File: config.mk
export PLATFORM = sky130hd
export DESIGN_NAME = two_of_three_tx
export DESIGN_NICKNAME = d
export VERILOG_FILES = /design/src/rtl/two_of_three_tx_pkg.sv /design/src/rtl/two_of_three_tx_sync2.sv /design/src/rtl/two_of_three_tx.sv
export SDC_FILE = /design/constraint.sdc
export NUM_CORES = 1
export LEC_CHECK = 0
export CORE_ASPECT_RATIO = 0.5
export CORE_MARGIN = 1.5
export CORE_UTILIZATION = 41
export DETAILED_ROUTE_END_ITERATION = 16
export SYNTH_ARGS = -nofsm -noshare
export SYNTH_HDL_FRONTEND = slang
export SYNTH_SLANG_ARGS = --single-unit
export TNS_END_PERCENT = 30
File: constraint.sdc
create_clock -name clk -period 2.3 [get_ports clk]
set_input_delay 0.46 -clock clk [delete_from_list [all_inputs] [get_ports clk]]
set_output_delay 0.46 -clock clk [all_outputs]
set_load 0.02 [all_outputs]
File: src/rtl/two_of_three_tx_pkg.sv
// two_of_three_tx_pkg: state encodings and 2-of-3 codeword constants shared by the link transmitter and receiver checker
package two_of_three_tx_pkg;
  typedef enum logic [1:0] {IDLE = 2'd0, DATA = 2'd1, RTZ = 2'd2, ERR = 2'd3} state_t;
  localparam logic [2:0] CW0 = 3'b110;
  localparam logic [2:0] CW1 = 3'b101;
  localparam logic [2:0] CW2 = 3'b011;
  localparam logic [2:0] SPACER = 3'b000;
  function automatic logic [2:0] encode(input logic [1:0] sym);
    return sym == 2'd0 ? CW0 : sym == 2'd1 ? CW1 : sym == 2'd2 ? CW2 : SPACER;
  endfunction
endpackage

File: src/rtl/two_of_three_tx_sync2.sv
// two_of_three_tx_sync2: generic 2-flop synchronizer with asynchronous active-high reset
module two_of_three_tx_sync2 (
  input  logic clk,
  input  logic rst,
  input  logic d,
  output logic q
);
  logic m;
  // shift the asynchronous input through two flops
  always_ff @(posedge clk or posedge rst)
    if (rst) {q, m} <= 2'b00;
    else {q, m} <= {m, d};
endmodule

File: src/rtl/two_of_three_tx.sv
// two_of_three_tx: 2-of-3 four-phase RTZ link transmitter; define TWO_OF_THREE_TX_SKID_EN for a one-entry holding register
module two_of_three_tx
  import two_of_three_tx_pkg::*;
#(
  parameter int TIMEOUT_CYCLES = 255,
  parameter int CNT_W = 8,
  parameter int SENT_W = 16
) (
  input  logic              clk,
  input  logic              rst,
  input  logic              in_valid,
  output logic              in_ready,
  input  logic [1:0]        in_sym,
  input  logic              ack_in,
  output logic [2:0]        code,
  output logic              err,
  input  logic              err_clr,
  output logic              illegal,
  output logic [SENT_W-1:0] sent_cnt
);
  state_t state, state_nxt;
  logic ack_s, accept, legal, tmo, hold_v;
  logic [1:0] hold_sym;
  logic [CNT_W-1:0] cnt;
  logic [2:0] code_nxt;
  two_of_three_tx_sync2 u_ack_sync (.clk(clk), .rst(rst), .d(ack_in), .q(ack_s));
  assign accept = in_valid && in_ready;
  assign legal = in_sym != 2'd3;
  assign tmo = cnt == CNT_W'(TIMEOUT_CYCLES - 1);
  // state register
  always_ff @(posedge clk or posedge rst)
    if (rst) state <= IDLE;
    else state <= state_nxt;
  // next state: an ack edge in the timeout cycle takes priority over the error
  always_comb begin
    state_nxt = state;
    unique case (state)
      IDLE: state_nxt = accept && legal ? DATA : IDLE;
      DATA: state_nxt = ack_s ? RTZ : tmo ? ERR : DATA;
      RTZ:  state_nxt = !ack_s ? (hold_v ? DATA : IDLE) : tmo ? ERR : RTZ;
      ERR:  state_nxt = err_clr ? RTZ : ERR;
    endcase
  end
  // handshake-facing outputs; in_ready is held low while reset is asserted
  always_comb begin
`ifdef TWO_OF_THREE_TX_SKID_EN
    in_ready = !rst && (state == IDLE ? !ack_s : (state == DATA || state == RTZ) && !hold_v);
`else
    in_ready = !rst && state == IDLE && !ack_s;
`endif
    err = state == ERR;
  end
  // codeword for the next cycle: hold it through DATA, spacer everywhere else
  always_comb
    code_nxt = state_nxt != DATA ? SPACER
             : state == DATA ? code
             : state == RTZ ? encode(hold_sym)
             : encode(in_sym);
  // registered wires, pulse, counters
  always_ff @(posedge clk or posedge rst)
    if (rst) begin
      code <= SPACER;
      illegal <= 1'b0;
      sent_cnt <= '0;
      cnt <= '0;
    end else begin
      code <= code_nxt;
      illegal <= accept && !legal;
      sent_cnt <= sent_cnt + SENT_W'(state == RTZ && !ack_s);
      cnt <= state_nxt != state ? '0 : (state == DATA || state == RTZ) ? cnt + 1'b1 : cnt;
    end
`ifdef TWO_OF_THREE_TX_SKID_EN
  // holding register: filled during a handshake, drained on RTZ exit, flushed on error
  always_ff @(posedge clk or posedge rst)
    if (rst) begin
      hold_v <= 1'b0;
      hold_sym <= 2'd0;
    end else if (state_nxt == ERR || (state == RTZ && state_nxt == DATA)) hold_v <= 1'b0;
    else if (accept && legal && state != IDLE) begin
      hold_v <= 1'b1;
      hold_sym <= in_sym;
    end
`else
  assign hold_v = 1'b0;
  assign hold_sym = 2'd0;
`endif
endmodule
==> results_dict.tcl <==
set metrics [dict create \
    status "complete, no violations" \
    critPathMaxFanout 4 \
    first_pass_iters 5 \
    skew_ps 6.10 \
    globalplace.congestion 0.794 \
    cts_tree "yes" \
    max_freq_mhz 473 \
    cts.sinks 32 \
    die_x_um 91.7 \
    fp-row-count 15 \
    hold_path_class "reg2reg" \
    regArea_um2 801 \
    async_flop_share_pct 100 \
    fp.dieH_um 47.4 \
    power_frac_comb_pct 31.8 \
    pwr-share-clk_pct 29.4 \
    drt_iter0_drc 25 \
    multi_input_area_um2 774 \
    fin_nets 208 \
    dieArea_mm2 0.00434 \
    p_switching_uw 595 \
    slew_headroom_pct 64.8 \
    dp_hpwl_um 2370 \
    worstSetupPathType "reg2out" \
    drt_wl_total_um 3230 \
    maxSlewViolCount 0 \
    whs_ps 357 \
    io_pins 29 \
    final-instance-count-excl-fill 240 \
    io_buffers 28 \
    synth_nets 165 \
    vias 1204 \
    ys_ff_latch 32 \
    power.leakage_nw 0.959 \
    clkTransAtPathRegs_ps 70 \
    ant_nets 0 \
    grt_start_max_net_pins 18 \
    clock_path_buffers 2 \
    clock-root-buffer "clkbuf_8" \
    rsz0062_at_grt "false" \
    min_period_over_period_pct 91.9 \
    grt_overflow 0 \
    final_layout_size_suffix_gt1_share_pct 13.2 \
    antenna_found_initial 0 \
    netlist_area_mm2 0.00161 \
    clk-insertion-delay-late_ps 280 \
    grt_use_total_pct 17.3 \
    place_inst 232 \
    grt_pass1_wl_um 5480 \
    synthFlopType "dfrtp_1" \
    grt_pass1_vias 1155 \
    dp_slack_ps 27.7 \
    synth.distinct_cells 30 \
    synth.most_common_cell "dfrtp_1" \
    coreArea_mm2 0.00360 \
    route.detailed.drc 0 \
    ys_top_cells_by_area "dfrtp_1, ha_1, xnor2_1" \
    seq_area_frac_synth_pct 49.7 \
    antenna_cells 0 \
    final_util_pct 59.0 \
    syn_to_final_growth_pct 31.9 \
    synthTopCellsByCount "dfrtp_1, xnor2_1, ha_1, nand2_1, nor3_1" \
    wire_per_inst_um 13.5 \
    yosys.area.top_type "dfrtp_1" \
    power_density_mw_per_mm2 846 \
    synth_edf_count 0 \
    internal_power_mw 1.20 \
    pwr-share-seq_pct 38.9 \
    worst_slack_ps 185 \
    synth_area_per_cell_um2 11.1 \
    worstMarginPinSlew_ps 525 \
    yosys.area.top_type_share_pct 49.7 \
    yosysWarnings 0 \
    p_sw_share_pct 33.1 \
    setup_violations 0 \
    critPathCaptureType "output pin" \
    vias_per_cell 5.02 \
    ir_worst_vdd_uv 479 \
    fill_cells 325 \
    hold_viol_final 0 \
    critPathLaunchType "flop" \
    cts_made_buffers 5 \
    initial_utilization_pct 44.8 \
    synthCells 145 \
    htreeDepth 2 \
    finalCriticalPeriod_ps 2110 \
    hold_buffers 0 \
    tns_ps 0 \
    worst_ep_arrival_time_ps 1650 \
    drv_cap 0 \
    required_ps 1840 \
]
==> worst max-delay path, stage by stage (launching register included) <==
cell and delay (ps):
dfrtp_1 440, ha_1 290, clkdlybuf4s50_1 640
==> per-layer routing <==
layer | track usage, % | vias to the layer above | wire length [um]
met5 | 0 | - | 0
met4 | 6.77 | 0 | 31
met3 | 5.83 | 4 | 119
met2 | 27.0 | 18 | 1410
met1 | 22.9 | 591 | 1670
li1 | - | 591 | -
==> state kept, by name, indices dropped and copies added, names as in the netlist <==
register      flops
illegal           1
state             2
cnt               8
u_ack_sync.m      1
code              3
u_ack_sync.q      1
sent_cnt         16
==> power by group through the flow <==
stage	Clock [mW]	Combinational, mW	Sequential [mW]
floorplan	0	0.314	0.735
finish	0.529	0.572	0.699
global route	0.575	0.621	0.707
global placement	0	0.568	0.704
detailed placement	0	0.568	0.709
CTS	0.547	0.572	0.699
==> cells in the final DEF (no fill, tap or decap), types with 2 or more instances in the layout <==
| cell type | n |
|---|---|
| ha_1 | 13 |
| dfrtp_1 | 32 |
| clkdlybuf4s50_1 | 27 |
| nor3_1 | 11 |
| nand3_1 | 5 |
| o22ai_1 | 2 |
| nor3_2 | 2 |
| xor2_1 | 7 |
| xnor2_1 | 14 |
| nand2_1 | 11 |
| nand4_1 | 8 |
| and3_1 | 5 |
| clkbuf_8 | 5 |
| inv_1 | 9 |
| nor2_1 | 7 |
| buf_4 | 9 |
| o21ai_0 | 3 |
==> stage by stage <==
stage / instance area (um^2) / power [mW]
finish: 2130 / 1.80
global route: 2130 / 1.90
CTS: 2130 / 1.82
detailed placement: 2020 / 1.28
global placement: 2020 / 1.27
floorplan: 1610 / 1.05
==> worst paths after layout <==
check	from	to	slack, ps	cells after the start
max	state[0]	err	190	2
min	u_ack_sync.m	u_ack_sync.q	360	0
min in group asynchronous	rst	u_ack_sync.q	660	4
min reg2reg	u_ack_sync.m	u_ack_sync.q	360	0
max reg2reg	state[0]	sent_cnt[12]	220	9
max in group asynchronous	rst	sent_cnt[6]	1450	4
==> layout make-up <==
class                           count  share of cell area, %
Tap cell                           51                   3.00
Clock buffer                        6                   3.41
Inverter                            9                   1.59
Multi-Input combinational cell    103                   36.4
Clock inverter                      2                   1.65
Timing Repair Buffer               37                   16.3
Sequential cell                    32                   37.6
==> cell families after synthesis <==
logic type / Yosys count / synth area share (%)
AND/OR/NAND/NOR: 56 / 18.7
AO/OA/AOI/OAI: 12 / 6.83
buffers and inverters: 10 / 2.33
flip-flops: 32 / 49.7
XOR/XNOR: 22 / 12.4
adder cells (fa/ha/maj): 13 / 10.1
==> timing repair <==
item / in CTS / in global routing
resized for setup: 1 / 0
buffers inserted: 0 / 0
endpoints found under the setup margin: 1 / 0
(Power assumes the default switching activity.)
